===== src/rtl/mp_arith_seq.sv =====
// Multi-precision arithmetic sequencer: runs ADD/ADC/SUB/SBC/INC/DEC/CMP over
//   1..15-byte little-endian operands through a shared 8-bit external adder.
// Latency: DONE in cycle 2*LEN+1 after the START sample (cycle 1 for an
//   illegal request).
// Backpressure: none. START is honoured only in IDLE, and a request made while
//   busy or finishing is dropped.
//
// Ports:
//   CLK, RST            clock (rising edge), asynchronous active-high reset
//   START, OP, LEN      request handshake from the decoder
//   SRC_A, SRC_B, DST   base (LSB) addresses of operand A, operand B and result
//   RA_ADDR/RB_ADDR     register-file read addresses, RA_DATA/RB_DATA one cycle later
//   WE, WA, WD          register-file write port
//   AS_A, AS_B, AS_CI, AS_ADD, AS_BOP  -> external adder; AS_Y, AS_CO, AS_OVF <- adder
//   BUSY, DONE, ERR     status; ERR is only meaningful while DONE is high
//   C/V/N/Z_FLAG        result flags of the last successful operation
module mp_arith_seq #(
  parameter int ADDR_W = 4
) (
  input  logic              CLK,
  input  logic              RST,
  input  logic              START,
  input  logic [2:0]        OP,
  input  logic [3:0]        LEN,
  input  logic [ADDR_W-1:0] SRC_A,
  input  logic [ADDR_W-1:0] SRC_B,
  input  logic [ADDR_W-1:0] DST,
  output logic [ADDR_W-1:0] RA_ADDR,
  output logic [ADDR_W-1:0] RB_ADDR,
  input  logic [7:0]        RA_DATA,
  input  logic [7:0]        RB_DATA,
  output logic              WE,
  output logic [ADDR_W-1:0] WA,
  output logic [7:0]        WD,
  output logic [7:0]        AS_A,
  output logic [7:0]        AS_B,
  output logic              AS_CI,
  output logic              AS_ADD,
  output logic              AS_BOP,
  input  logic [7:0]        AS_Y,
  input  logic              AS_CO,
  input  logic              AS_OVF,
  output logic              BUSY,
  output logic              DONE,
  output logic              ERR,
  output logic              C_FLAG,
  output logic              V_FLAG,
  output logic              N_FLAG,
  output logic              Z_FLAG
);

  // FSM encoding
  localparam logic [1:0] S_IDLE  = 2'd0;
  localparam logic [1:0] S_FETCH = 2'd1;
  localparam logic [1:0] S_EXEC  = 2'd2;
  localparam logic [1:0] S_FIN   = 2'd3;

  // Opcodes
  localparam logic [2:0] OP_ADD = 3'b000;
  localparam logic [2:0] OP_ADC = 3'b001;
  localparam logic [2:0] OP_SUB = 3'b010;
  localparam logic [2:0] OP_SBC = 3'b011;
  localparam logic [2:0] OP_INC = 3'b100;
  localparam logic [2:0] OP_DEC = 3'b101;
  localparam logic [2:0] OP_CMP = 3'b110;
  localparam logic [2:0] OP_RSV = 3'b111;

  logic [1:0]        state_q, state_d;
  logic [2:0]        op_q, op_d;
  logic [3:0]        len_q, len_d;
  logic [ADDR_W-1:0] src_a_q, src_a_d;
  logic [ADDR_W-1:0] src_b_q, src_b_d;
  logic [ADDR_W-1:0] dst_q, dst_d;
  logic [3:0]        idx_q, idx_d;
  logic              carry_q, carry_d;   // carry chained between bytes
  logic              zero_q, zero_d;     // all bytes so far were zero
  logic              err_q, err_d;
  logic              c_flag_q, c_flag_d;
  logic              v_flag_q, v_flag_d;
  logic              n_flag_q, n_flag_d;
  logic              z_flag_q, z_flag_d;

  // Per-op adder controls and byte-0 carry-in
  logic ctl_add;
  logic ctl_bop;
  logic ctl_ci0;
  logic carry_in;

  logic              in_fetch;
  logic              in_exec;
  logic              last_byte;
  logic              y_zero;
  logic [ADDR_W-1:0] idx_addr;

  assign in_fetch  = (state_q == S_FETCH);
  assign in_exec   = (state_q == S_EXEC);
  assign last_byte = (idx_q == (len_q - 4'd1));
  assign y_zero    = (AS_Y == 8'h00);
  // Byte index folded into the address space so offsets wrap with the base.
  assign idx_addr  = ADDR_W'(idx_q);

  always_comb begin
    ctl_add = 1'b0;
    ctl_bop = 1'b0;
    ctl_ci0 = 1'b0;
    case (op_q)
      OP_ADD: begin ctl_add = 1'b1; ctl_bop = 1'b1; ctl_ci0 = 1'b0;     end
      OP_ADC: begin ctl_add = 1'b1; ctl_bop = 1'b1; ctl_ci0 = c_flag_q; end
      OP_SUB: begin ctl_add = 1'b0; ctl_bop = 1'b1; ctl_ci0 = 1'b1;     end
      OP_SBC: begin ctl_add = 1'b0; ctl_bop = 1'b1; ctl_ci0 = c_flag_q; end
      // INC/DEC drop operand B: INC adds the carry-in, DEC adds 0xFF.
      OP_INC: begin ctl_add = 1'b1; ctl_bop = 1'b0; ctl_ci0 = 1'b1;     end
      OP_DEC: begin ctl_add = 1'b0; ctl_bop = 1'b0; ctl_ci0 = 1'b0;     end
      OP_CMP: begin ctl_add = 1'b0; ctl_bop = 1'b1; ctl_ci0 = 1'b1;     end
      default: begin ctl_add = 1'b0; ctl_bop = 1'b0; ctl_ci0 = 1'b0;    end
    endcase
  end

  // Only byte 0 takes the op-specific carry-in; higher bytes chain the carry.
  assign carry_in = (idx_q == 4'd0) ? ctl_ci0 : carry_q;

  // Next-state logic
  always_comb begin
    state_d  = state_q;
    op_d     = op_q;
    len_d    = len_q;
    src_a_d  = src_a_q;
    src_b_d  = src_b_q;
    dst_d    = dst_q;
    idx_d    = idx_q;
    carry_d  = carry_q;
    zero_d   = zero_q;
    err_d    = err_q;
    c_flag_d = c_flag_q;
    v_flag_d = v_flag_q;
    n_flag_d = n_flag_q;
    z_flag_d = z_flag_q;

    case (state_q)
      S_IDLE: begin
        if (START) begin
          op_d    = OP;
          len_d   = LEN;
          src_a_d = SRC_A;
          src_b_d = SRC_B;
          dst_d   = DST;
          idx_d   = 4'd0;
          carry_d = 1'b0;
          zero_d  = 1'b1;
          if ((LEN == 4'd0) || (OP == OP_RSV)) begin
            err_d   = 1'b1;
            state_d = S_FIN;
          end else begin
            err_d   = 1'b0;
            state_d = S_FETCH;
          end
        end
      end

      S_FETCH: begin
        state_d = S_EXEC;
      end

      S_EXEC: begin
        carry_d = AS_CO;
        zero_d  = zero_q & y_zero;
        if (last_byte) begin
          // Commit the flags on the final byte so they are already valid in
          // the cycle DONE is presented.
          c_flag_d = AS_CO;
          v_flag_d = AS_OVF;
          n_flag_d = AS_Y[7];
          z_flag_d = zero_q & y_zero;
          state_d  = S_FIN;
        end else begin
          idx_d   = idx_q + 4'd1;
          state_d = S_FETCH;
        end
      end

      S_FIN: begin
        state_d = S_IDLE;
      end

      default: begin
        state_d = S_IDLE;
      end
    endcase
  end

  always_ff @(posedge CLK or posedge RST) begin
    if (RST) begin
      state_q  <= S_IDLE;
      op_q     <= 3'd0;
      len_q    <= 4'd0;
      src_a_q  <= '0;
      src_b_q  <= '0;
      dst_q    <= '0;
      idx_q    <= 4'd0;
      carry_q  <= 1'b0;
      zero_q   <= 1'b0;
      err_q    <= 1'b0;
      c_flag_q <= 1'b0;
      v_flag_q <= 1'b0;
      n_flag_q <= 1'b0;
      z_flag_q <= 1'b0;
    end else begin
      state_q  <= state_d;
      op_q     <= op_d;
      len_q    <= len_d;
      src_a_q  <= src_a_d;
      src_b_q  <= src_b_d;
      dst_q    <= dst_d;
      idx_q    <= idx_d;
      carry_q  <= carry_d;
      zero_q   <= zero_d;
      err_q    <= err_d;
      c_flag_q <= c_flag_d;
      v_flag_q <= v_flag_d;
      n_flag_q <= n_flag_d;
      z_flag_q <= z_flag_d;
    end
  end

  // Read addresses are presented in FETCH; the register file answers during
  // EXEC, which also writes byte i before byte i+1 is fetched.
  assign RA_ADDR = in_fetch ? (src_a_q + idx_addr) : '0;
  assign RB_ADDR = in_fetch ? (src_b_q + idx_addr) : '0;

  assign AS_A   = in_exec ? RA_DATA  : 8'h00;
  assign AS_B   = in_exec ? RB_DATA  : 8'h00;
  assign AS_CI  = in_exec & carry_in;
  assign AS_ADD = in_exec & ctl_add;
  assign AS_BOP = in_exec & ctl_bop;

  assign WE = in_exec & (op_q != OP_CMP);
  assign WA = WE ? (dst_q + idx_addr) : '0;
  assign WD = WE ? AS_Y : 8'h00;

  assign BUSY = in_fetch | in_exec;
  assign DONE = (state_q == S_FIN);
  assign ERR  = DONE & err_q;

  assign C_FLAG = c_flag_q;
  assign V_FLAG = v_flag_q;
  assign N_FLAG = n_flag_q;
  assign Z_FLAG = z_flag_q;

endmodule

===== config.mk =====
export PLATFORM = sky130hd
export DESIGN_NAME = mp_arith_seq
export DESIGN_NICKNAME = d
export VERILOG_FILES = /design/src/rtl/mp_arith_seq.sv
export SDC_FILE = /design/constraint.sdc
export NUM_CORES = 1
export LEC_CHECK = 0
export ABC_AREA = 1
export BUFFER_PORTS_ARGS = -buffer_cell sky130_fd_sc_hd__buf_2
export CAP_MARGIN = 20
export CORE_ASPECT_RATIO = 1.25
export CORE_MARGIN = 1
export CORE_UTILIZATION = 40
export CTS_BUF_LIST = sky130_fd_sc_hd__clkbuf_4 sky130_fd_sc_hd__clkbuf_8
export CTS_CLUSTER_DIAMETER = 120
export DETAILED_ROUTE_END_ITERATION = 7
export PLACE_DENSITY = 0.69
export SLEW_MARGIN = 20
export SYNTH_ARGS = -nofsm -noshare
export SYNTH_HDL_FRONTEND = slang
export SYNTH_SLANG_ARGS = --single-unit
export TNS_END_PERCENT = 50

===== constraint.sdc =====
create_clock -name CLK -period 1.7 [get_ports CLK]
set_input_delay 0.34 -clock CLK [delete_from_list [all_inputs] [get_ports CLK]]
set_output_delay 0.34 -clock CLK [all_outputs]
set_load 0.02 [all_outputs]

# Yosys cells after proc, flatten, opt, wreduce, memory -nomap -nowiden
# Cells that the tools add are included.
# word_totals
out_inout_bits,47
reg_bits,32
wordCells,76
inputBits,48
# op_classes
n_reduce_logical,15
n_mux,22
addsub,5
eq_ne,13
bitwise_logic,7
# op_table
op,count
$mux W8,3
$mux W4,5
$add A4 B4 Y4,3
$eq A3 B3 Y1 const B,3
$logic_not A4 Y1,2
$logic_not A8 Y1,1
$pmux W2 S4,1
$pmux W4 S2,1
$and A1 B1 Y1,6
$eq A3 B2 Y1 const B,2
$mux W1,6
$mux W2,3
$pmux W1 S2,3
$reduce_and A2 Y1,3
$reduce_or A3 Y1,2
$reduce_or A5 Y1,1
$add A4 B1 Y4 const B,1
$eq A2 B2 Y1 const B,2
$eq A4 B4 Y1,1
$ne A2 B2 Y1 const B,2
$sub A4 B1 Y4 const B,1
$eq A3 B1 Y1 const B,1
$logic_not A3 Y1,1
$ne A3 B3 Y1 const B,1
7 further kinds,7

# Depth between registers and ports, before layout
# Gate-level depths: netlist of run 1.
# depth
word_depth,5
depth_mapped,12
ltp_nobuf,12

# Worst setup path before layout of run 1
# Ideal clock, no wire load.
# synth_timing
kind,reg-to-output
start,"register idx_q[1], in the netlist idx_addr[1]"
end,output RA_ADDR[3]
path_slack_ns,-0.134
t_required_ns,1.360
arrival_time_ns,1.494
path_buffers,0
stages_incl_launch_ff,6
path_cell_list,dfrtp_1 -> ha_1 -> a21o_1 -> a21oi_1 -> xnor2_1 -> nor2_1
# synth_between
elab_chain_cells,2
# synth_rtl
element,line_no,text
start: declaration,74,"logic [3:0] idx_q, idx_d;"
start signal: assignment,214,idx_q <= idx_d;
$add A4 B4 Y4,227,assign RA_ADDR = in_fetch ? (src_a_q + idx_addr) : '0;
$mux W4,227,
end: declaration,28,"output logic [ADDR_W-1:0] RA_ADDR,"
# No other way between the ends.

# Final worst setup path of run 1
# layout_timing
start,"register idx_q[0], in the netlist idx_addr[0]"
end,output RB_ADDR[1]
# layout_between
elab_chain_cells,2
# layout_rtl
element,line_no,text
$add A4 B4 Y4,228,assign RB_ADDR = in_fetch ? (src_b_q + idx_addr) : '0;
$mux W4,228,
end: declaration,29,"output logic [ADDR_W-1:0] RB_ADDR,"
# No other way between the ends.

==> results of run 1 <==
==> per-layer routing <==
metal	global-route usage, %	wire, um	up-vias
li1	-	-	1178
met1	23.49	2651	1136
met2	40.20	3777	81
met3	4.032	292	18
met4	6.061	152	0
met5	0	0	-
==> cell type report <==
class | count | area (um2)
clock buffers | 6 | 76.32
clock inverters | 2 | 12.51
fillers | 328 | 1344
inverters | 57 | 220.2
multi-input cells | 209 | 1554
flip-flops and latches | 32 | 805.8
well taps | 62 | 77.57
repair buffers | 131 | 1099
==> flip-flops by register name (all words and copies together) (netlist names), 2 cells and up <==
signal and cells:
dst_q 4, idx_addr 4, len_q 4, op_q 3, src_a_q 4, src_b_q 4, state_q 2
==> through the flow <==
| stage | util [%] | cells | TNS, ns |
|---|---|---|---|
| 2_1_floorplan | - | 306 | -0.2906 |
| 3_3_place_gp | 55.82 | 470 | -0.3014 |
| 3_5_place_dp | 55.82 | 470 | -0.5640 |
| 4_1_cts | 66.84 | 492 | -6.093 |
| 5_1_grt | 74.10 | 499 | -7.133 |
| 6_report | 74.10 | 499 | -4.814 |
==> worst min-delay path by stage <==
stage / startpoint / cells past startpoint / slack [ns] / to
final: RST / 3 / 0.12 / dst_q[1]
after global routing: RST / 3 / 0.15 / dst_q[2]
after CTS: RST / 3 / 0.13 / dst_q[1]
after detailed placement: RST / 3 / 0.44 / dst_q[1]
after global placement: RST / 3 / 0.44 / dst_q[1]
after floorplan: carry_q / 2 / 0.45 / carry_q
==> timing repair <==
action,in CTS,in global routing
buffers inserted,11,9
resized for setup,94,111
endpoints found under the setup margin,44,65
pin swaps,15,23
cloned,3,1
==> power breakdown <==
group | switching, uW | total, uW | internal [uW] | leakage [uW]
registers | 347 | 1450 | 1100 | 0.000389
clock network | 285 | 587 | 302 | 0.0000446
logic | 2280 | 4280 | 2000 | 0.00171
total | 2910 | 6310 | 3400 | 0.00214
==> layout by cell type, fill, tap and decap left out, types with 2 or more instances in the layout <==
cell type   instances
nand2_1            79
buf_16              2
nor2_2              4
a21o_1              2
buf_6              40
o21ai_1             2
nand2_2            16
ha_4                9
clkinvlp_4          2
dfrtp_2             4
o21ai_2             3
a21oi_1             3
buf_12              5
nor2_1              7
ha_1                6
buf_2              58
fa_2                3
a21oi_2             5
inv_1              32
o21ai_4             2
nand2_4            15
xor2_1              3
buf_4              25
nor2_4             13
inv_2              23
nand3_1            14
o21ai_0             8
clkbuf_8            5
dfrtp_1            28
xnor2_1             6
==> worst max-delay path: stages (launching register included) <==
cell     delay, ns
dfrtp_2       0.48
ha_4          0.19
fa_2          0.55
nand2_2       0.05
inv_2         0.05
buf_6         0.10
==> logic make-up (layout without fill, tap and decap cells) <==
kind of cell | count (synthesis) | after routing | synth area share, %
AOI/OAI and AO/OA | 28 | 28 | 7.526
xor gates and xnor gates | 10 | 10 | 3.991
adders and majority gates | 19 | 19 | 11.86
buffers and inverters | 66 | 196 | 12.26
DFF | 32 | 32 | 36.49
and+or+nand+nor | 151 | 152 | 27.88
==> key figures, run 1 <==
Setup path
  – Setup CP Type: reg2out
  – Crit path from: idx_addr[0]
  – Crit path to: RB_ADDR[1]
  – Reg2Reg Setup Slack: 0.01 ns
  – Crit-path max FO: 4
  – FF-to-FF path depth: 10
  – CP Launch Type: flip-flop
  – CP endpoint kind: primary output
  – Arrival time at the worst endpoint: around 1.7 ns
  – Critical Path RT: 1.36 ns
  – R2r startpoint: state_q[0]
  – Worst reg2reg endpoint: carry_q

Synth
  – Netlist cell types: 27
  – Synth top area cells: dfrtp_1, nand2_1, inv_1, ha_1, nor2_1
  – Synthesized cell area: 2195 um2
  – Synth Instances: 306
  – EDFF count, synth: 0
  – Synth top cells by count: nand2_1, inv_1, dfrtp_1
  – Mapped Nets: between 300 and 400
  – Cell taking the most area after synthesis: dfrtp_1
  – Asr flop ratio synth: 100.0%
  – Register area share after synthesis: 36.49%
  – Top cell type's share of synthesized area: 36.49%
  – Seq cells post-synth: 32
  – Count of warnings emitted by yosys: 0
  – Mapped Avg Cell Area: between 7 and 8 um2
  – Most frequent cell after synthesis: nand2_1
  – Synth Flop Type: dfrtp_1

STA
  – Setup violators final: 38
  – Worst relative slew slack: 72.85%
  – Worst hold slack: 0.1169 ns
  – Max frequency: 486.2 MHz
  – Final Max Tran Viols: 0
  – RSZ-0062 raised after global routing: true
  – Fin crit period: about 2 ns
  – Final Skew: roughly 0.0064 ns
  – Final Hold Fails: 0
  – Fin crit share: 121.0%
  – Worst setup margin: -0.3566 ns
  – Worst Tran Pin Value: 0.4073 ns

Final layout
  – Area delta synth->final: 75.20%
  – Layout cell share with drive strength beyond 1: between 50% and 60%
  – Ant. Diodes: 0
  – Nets: 503
  – Final cell area excluding filler cells: roughly 3800 um2

Floorplan
  – IO Pins: 95
  – Starting density of the core: 42.30%
  – Rows: 29
  – Die X: about 68 um
  – Full die area: just under 6000 um2
  – Die H: about 85 um
  – Core ar.: 5189 um2

Run status
  – Status: complete, but fails checks
  – Failing checks: negative setup slack

Clock tree
  – # hold bufs at CTS: 0
  – Total CTS buffers: 5
  – Max Buffers Root-to-Sink: 2
  – Clk pin slew, worst setup/hold paths: 0.07 ns
  – Clk sink count: 32
  – H-tree Lvls: 2
  – CTS root buf: clkbuf_8
  – CTS tree: built
  – Clock Latency Late Sink: ~0.28 ns

Job
  – Max_cap viols: 0

Power
  – Max IR drop VDD: 856.8 uV
  – Total power draw: around 6300 uW
  – Power density over the cells: approximately 1600 nW/um2
  – LEAKAGE: 0.002141 uW

Placed design
  – RePlAce Congestion: between 0.8 and 0.9
  – Placed cell areas: 2897 um2
  – Setup WS pre-CTS: -0.1334 ns
  – Port bufs: 94
  – DP HPWL: 3949 um

GRT
  – GRT Total Usage: 21.47%
  – Initial antenna violation count: 0
  – Number of global-route vias before repair: 2242
  – Total grt overflow: 0
  – Largest net degree at the start of global routing: 33
  – First-pass GRT wire length: 9459 um

Detailed routing
  – Post-route ant nets: 0
  – Drt pass-1 iters: 4
  – WL final: 6874 um
  – Routed via count: about 2400
  – Initial DRC Count: 63
  – Drt wl/cell: approximately 14 um
  – Vias per cell: 4.836
  – DRC Markers: 0

Hold path
  – HP Class: in2async
(Power assumes the default switching activity.)
==> inputs of run 2 (changes only) <==
- CTS_BUF_LIST: sky130_fd_sc_hd__clkbuf_4 sky130_fd_sc_hd__clkbuf_8 -> unset
- clock period: 1.7 -> 2.1 ns (I/O delays scaled with it)
==> run 2 against run 1 <==
The run still ends with negative setup slack left. Largest power group unchanged. Combinational power is 47% lower. Critical path type unchanged. Clock power is 3% lower. Highest routed layer unchanged. Global-route usage is 2.4 points lower. Clock skew is 0.00082 ns lower.
==> key figures, run 2 (synthesis gave the netlist of run 1 again) <==
Run status
  – Status: complete, but fails checks
  – Failing checks: negative setup slack

Final layout
  – Core Util, Final: 59.30% (-15 points)
  – Most frequent cells in the layout: nand2_1, buf_2, inv_1
  – Ant. Diodes: 0 (unchanged)
  – Area delta synth->final: 40.19%
  – Layout cell share with drive strength beyond 1: 35.11% (-20 points)
  – Nets: 479 (-4.8%)
  – Most common cell after layout, fill and taps aside: nand2_1

Job
  – Max_cap viols: 0 (unchanged)

Clock tree
  – CTS tree: built
  – CTS root buf: clkbuf_8
  – Clk sink count: 32 (unchanged)
  – Total CTS buffers: 5 (unchanged)
  – # hold bufs at CTS: 0 (unchanged)
  – H-tree Lvls: 2 (unchanged)
  – Max Buffers Root-to-Sink: 2 (unchanged)
  – Clock Latency Late Sink: 0.29 ns (about the same)
  – Clk pin slew, worst setup/hold paths: 0.06 ns (about the same)

Setup path
  – Largest stage delay on the critical path: 0.48 ns (-0.07 ns)
  – Reg2Reg Setup Slack: 0.31 ns (+0.30 ns)
  – R2r startpoint: len_q[0]
  – Setup CP Type: reg2out
  – Slowest CP cell: dfrtp_2
  – Worst path top cell family by delay: adder cells
  – Crit-path max FO: 7 (+3)
  – CP Launch Type: flip-flop
  – Critical Path RT: 1.68 ns (+0.32 ns)
  – Worst reg2reg endpoint: idx_addr[0]
  – Cells along the critical path: ha_2 -> fa_1 -> o21ai_1 -> a21oi_1 -> buf_2
  – Buf/Inv on CP: 1 (-1)
  – Arrival time at the worst endpoint: 1.77 ns (+0.05 ns)
  – FF-to-FF path depth: 11 (+1)
  – CP endpoint kind: primary output

Hold path
  – HP Class: in2async

Detailed routing
  – Post-route ant nets: 0 (unchanged)
  – Drt wl/cell: 11.10 um (-19%)
  – WL final: 5273 um (-23%)
  – Vias per cell: 4.531 (-6.3%)
  – Initial DRC Count: 63 (unchanged)
  – DRC Markers: 0 (unchanged)
  – Routed via count: 2152 (-11%)
  – Drt pass-1 iters: 4 (unchanged)

Placed design
  – RePlAce Congestion: 0.7748 (-8.3%)
  – Port bufs: 94 (unchanged)
  – Setup WS pre-CTS: 0.1625 ns (+0.2959 ns)
  – DP HPWL: 4081 um (+3.3%)

GRT
  – Total grt overflow: 0 (unchanged)
  – Largest net degree at the start of global routing: 33 (unchanged)
  – Initial antenna violation count: 0 (unchanged)
  – First-pass GRT wire length: 8390 um (-11%)
  – Number of global-route vias before repair: 1991 (-11%)
  – GRT Total Usage: 19.08% (-2.4 points)

Floorplan
  – Core ar.: 5189 um2 (unchanged)
  – Rows: 29 (unchanged)
  – Die X: 68.25 um (unchanged)
  – Die H: 84.82 um (unchanged)
  – IO Pins: 95 (unchanged)
  – Starting density of the core: 42.30% (unchanged)
  – Full die area: 5789 um2 (unchanged)

STA
  – Worst relative slew slack: 72.20% (-0.65 points)
  – Fin crit share: 104.2%
  – Worst setup margin: -0.08777 ns (+0.2689 ns)
  – Final Hold Fails: 0 (unchanged)
  – RSZ-0062 raised after global routing: true
  – Worst hold slack: 0.2037 ns (+0.08682 ns)
  – Final Skew: 0.005613 ns (-0.0008243 ns)
  – Setup violators final: 7 (-82%)
  – Max frequency: 457.1 MHz
  – Fin crit period: 2.188 ns
  – Worst Tran Pin Value: 0.4170 ns (+0.009733 ns)
  – Final Max Tran Viols: 0 (unchanged)

Power
  – Max IR drop VDD: 641.7 uV (-25%)
  – Total power draw: 4001 uW (-37%)
  – Power density over the cells: 1300 nW/um2 (-21%)
  – LEAKAGE: 0.001896 uW (-11%)
[run 2: how the worst max path moves through the flow]
stage	slack [ns]	cells past startpoint	start	end
after detailed placement	0.16	6	idx_addr[1]	RB_ADDR[3]
final	-0.09	5	idx_addr[0]	RB_ADDR[2]
after global routing	-0.14	5	idx_addr[0]	WA[2]
after floorplan	0.19	5	idx_addr[1]	RA_ADDR[3]
after CTS	-0.04	5	idx_addr[0]	RA_ADDR[1]
after global placement	0.19	6	idx_addr[1]	RB_ADDR[3]
[run 2: layout make-up]
cell class / instances / area, um2
tap: 62 / 77.57
clock buffer: 6 / 72.57
clock inverter: 2 / 35.03
multi-input combinational: 208 / 1254
timing repair buffer: 108 / 619.3
inverter: 57 / 214.0
fill: 484 / 2112
sequential: 32 / 804.5
[run 2: worst register-to-register path: stages, from the launching register on]
cell	delay, ns
dfrtp_1	0.40
inv_1	0.10
ha_1	0.31
nand2_1	0.08
inv_1	0.04
nor2_1	0.07
nand2_1	0.09
nor2_4	0.14
nand2_2	0.18
nand2_1	0.18
nand2_1	0.07
nand2_1	0.06
[run 2: report_power, final]
| group | leakage (uW) | internal, uW | switching, uW |
|---|---|---|---|
| Combinational | 0.00145 | 934 | 1330 |
| Sequential | 0.000390 | 890 | 281 |
| Clock | 0.0000552 | 352 | 218 |
| Total | 0.00190 | 2180 | 1830 |
[run 2: timing repair]
item,in CTS,in global routing
pin swaps,1,11
cloned,0,0
resized for setup,15,22
setup buffers,4,3
endpoints found under the setup margin,10,36
[run 2: through the flow]
stage	cell area (um2)	TNS, ns	instances
2_1_floorplan	2195	0	306
3_3_place_gp	2740	0	460
3_5_place_dp	2740	0	460
4_1_cts	2914	-0.1306	472
5_1_grt	3077	-0.7699	475
6_report	3077	-0.1871	475
[run 2: per-layer routing]
layer | global-route usage [%] | vias to the layer above | wire, um
met5 | 0 | - | 0
met4 | 8.712 | 0 | 104
met3 | 3.763 | 9 | 202
met2 | 32.35 | 49 | 2756
met1 | 22.49 | 964 | 2211
li1 | - | 1130 | -
==> inputs of run 3 (changes only) <==
- CORE_UTILIZATION: 40 -> 48
- PLACE_DENSITY: 0.69 -> 0.81
==> run 3 against run 2 <==
Critical endpoint is now RA_ADDR[2]. Flip-flop and latch count stayed put. Die area is 16% lower. Fmax is 3.2% higher. The flow still finishes with violations (negative setup slack). Final cell count is 1.1% lower. Core utilization is 8.8 points higher. Hold slack better by 0.0031 ns. First-iteration DRC count is 29% lower. Largest power group unchanged. Routed wire length is 0.68% higher. Design area is 2.8% lower. Sequential share of layout area is 0.77 points higher.
==> key figures, run 3 (synthesis gave the netlist of run 1 again) <==
Clock tree
  – H-tree Lvls: 2 (unchanged)
  – CTS root buf: clkbuf_8
  – Total CTS buffers: 5 (unchanged)
  – Clock Latency Late Sink: 0.28 ns (about the same)
  – Max Buffers Root-to-Sink: 2 (unchanged)
  – # hold bufs at CTS: 0 (unchanged)
  – CTS tree: built
  – Clk pin slew, worst setup/hold paths: 0.06 ns (about the same)
  – Clk sink count: 32 (unchanged)

Power
  – Total power draw: 3879 uW (-3.1%)
  – Combinational power share: 58.0% (+1.5 points)
  – Clock share of power: 12.3% (-1.9 points)
  – Switching share of power: 46.75% (+1.1 points)
  – LEAKAGE: 0.001881 uW (-0.81%)
  – Sw Pwr: 1813 uW (-0.66%)
  – Sequential Power Share: 29.7% (+0.4 points)
  – Max IR drop VDD: 722.3 uV (+13%)
  – Int Pwr: 2066 uW (-5.1%)
  – Power density over the cells: 1298 nW/um2 (-0.21%)

Setup path
  – Reg2Reg Setup Slack: 0.29 ns (-0.02 ns)
  – Buf/Inv on CP: 1 (unchanged)
  – Slowest CP cell: dfrtp_2
  – Arrival time at the worst endpoint: 1.70 ns (-0.07 ns)
  – CP endpoint kind: primary output
  – Critical Path RT: 1.68 ns (about the same)
  – Setup CP Type: reg2out
  – Crit-path max FO: 6 (-1)
  – Largest stage delay on the critical path: 0.47 ns (about the same)
  – Cells along the critical path: ha_2 -> fa_1 -> o21ai_1 -> a21oi_1 -> buf_2
  – Worst path top cell family by delay: adder cells
  – CP Launch Type: flip-flop

Placed design
  – DP HPWL: 3861 um (-5.4%)
  – Placed cells: 456 (-0.87%)
  – Port bufs: 94 (unchanged)
  – RePlAce Congestion: 0.8483 (+9.5%)

GRT
  – Met2 Use GR: 42.61% (+10 points)
  – Top Usage Layer GRT: met2
  – Total grt overflow: 0 (unchanged)
  – First-pass GRT wire length: 8742 um (+4.2%)
  – Initial antenna violation count: 0 (unchanged)
  – Met1 Use GR: 25.66% (+3.2 points)
  – GRT Total Usage: 22.81% (+3.7 points)
  – Largest net degree at the start of global routing: 33 (unchanged)
  – Met3 usage: 4.118% (+0.35 points)
  – Number of global-route vias before repair: 2069 (+3.9%)

Floorplan
  – Rows: 27 (-6.9%)
  – Full die area: 4848 um2 (-16%)
  – Die H: 77.60 um (-8.5%)
  – IO Pins: 95 (unchanged)
  – Die X: 62.48 um (-8.5%)
  – Core ar.: 4392 um2 (-15%)
  – Starting density of the core: 49.97% (+7.7 points)

STA
  – Setup violators final: 4 (-3)
  – RSZ-0062 raised after global routing: true
  – Max frequency: 471.9 MHz (+3.2%)
  – Final Skew: 0.003376 ns (-0.002237 ns)
  – Fin crit share: 100.9% (-3.3 points)
  – Worst Tran Pin Value: 0.4068 ns (-0.01026 ns)
  – Final Hold Fails: 0 (unchanged)
  – Worst relative slew slack: 72.88% (+0.68 points)
  – Worst setup margin: -0.01906 ns (+0.06871 ns)
  – Final Max Tran Viols: 0 (unchanged)
  – Fin crit period: 2.119 ns (-0.06871 ns)
  – Worst hold slack: 0.2068 ns (+0.003108 ns)

Final layout
  – Most common cell after layout, fill and taps aside: nand2_1
  – Most frequent cells in the layout: nand2_1, buf_2, inv_1
  – Final std cells w/o fill: 470 (-1.1%)
  – Layout fillers: 388 (-20%)
  – Area delta synth->final: 36.20%
  – Ant. Diodes: 0 (unchanged)
  – Nets: 478 (-0.21%)
  – Layout cell share with drive strength beyond 1: 33.98% (-1.1 points)

Hold path
  – HP Class: in2async

Run status
  – Status: complete, but fails checks
  – Failing checks: negative setup slack

Detailed routing
  – DRC Markers: 0 (unchanged)
  – Vias per cell: 4.749 (+4.8%)
  – WL final: 5309 um (+0.68%)
  – Post-route ant nets: 0 (unchanged)
  – Initial DRC Count: 45 (-29%)
  – Drt wl/cell: 11.30 um (+1.8%)
  – Routed via count: 2232 (+3.7%)
  – Drt pass-1 iters: 5 (+1)

Job
  – Max_cap viols: 0 (unchanged)
## run 3: cell count changes in the layout (fill, tap and decap cells not counted), sizes merged
cell	delta
clkbuf	+2
buf	-1
bufinv	-1
clkinv	-1
## run 3: final cells by class
| cell class | count | area, um2 | share of cell area [%] |
|---|---|---|---|
| Inverter | 57 | 214.0 | 7.158 |
| Multi-Input combinational cell | 208 | 1219 | 40.77 |
| Clock buffer | 8 | 90.09 | 3.014 |
| Tap cell | 58 | 72.57 | 2.428 |
| Sequential cell | 32 | 804.5 | 26.92 |
| Timing Repair Buffer | 107 | 589.3 | 19.72 |
## run 3: timing repair
action	in CTS	in global routing
endpoints found under the hold margin	0	0
endpoints found under the setup margin	10	26
pin swaps	0	7
setup buffers	4	2
gates resized for setup	12	18
gates cloned	0	0
## run 3: power by group through the flow
stage / sequential, uW / clock [uW] / combinational (uW)
final: 1150 / 476 / 2250
after global routing: 1190 / 526 / 2530
after CTS: 1120 / 490 / 2110
after detailed placement: 1130 / 0 / 2010
after global placement: 1120 / 0 / 1940
after floorplan: 1130 / 0 / 1420
## run 3: stage by stage
step | utilization, % | area (um2) | setup TNS (ns) | worst slack (ns)
after floorplan | - | 2195 | 0 | 0.1858
after global placement | 62.28 | 2735 | 0 | 0.1599
after detailed placement | 62.28 | 2735 | 0 | 0.1124
after CTS | 65.81 | 2890 | -0.03343 | -0.01867
after global routing | 68.06 | 2989 | -0.7021 | -0.1108
final | 68.06 | 2989 | -0.05680 | -0.01906
## run 3: metal layers
metal | routed length, um | part of all wire, %
met1 | 2150 | 40
met5 | 0 | 0
met3 | 243 | 4.6
met4 | 129 | 2.4
met2 | 2785 | 52
## run 3: worst paths after layout
kind                                   from  cells after the start     endpoint
worst min-delay path                    RST                      3     dst_q[2]
worst max register to register     len_q[0]                     11  idx_addr[1]
max in group asynchronous               RST                      3  idx_addr[2]
worst max-delay path            idx_addr[0]                      5   RA_ADDR[2]
min in group CLK                   SRC_B[3]                      3   src_b_q[3]
worst min register to register       V_FLAG                      2       V_FLAG
## run 3: tightest hold or removal path, delay by kind of cell
family / cells / cell delay, ns
buffers and inverters: 3 / 0.48
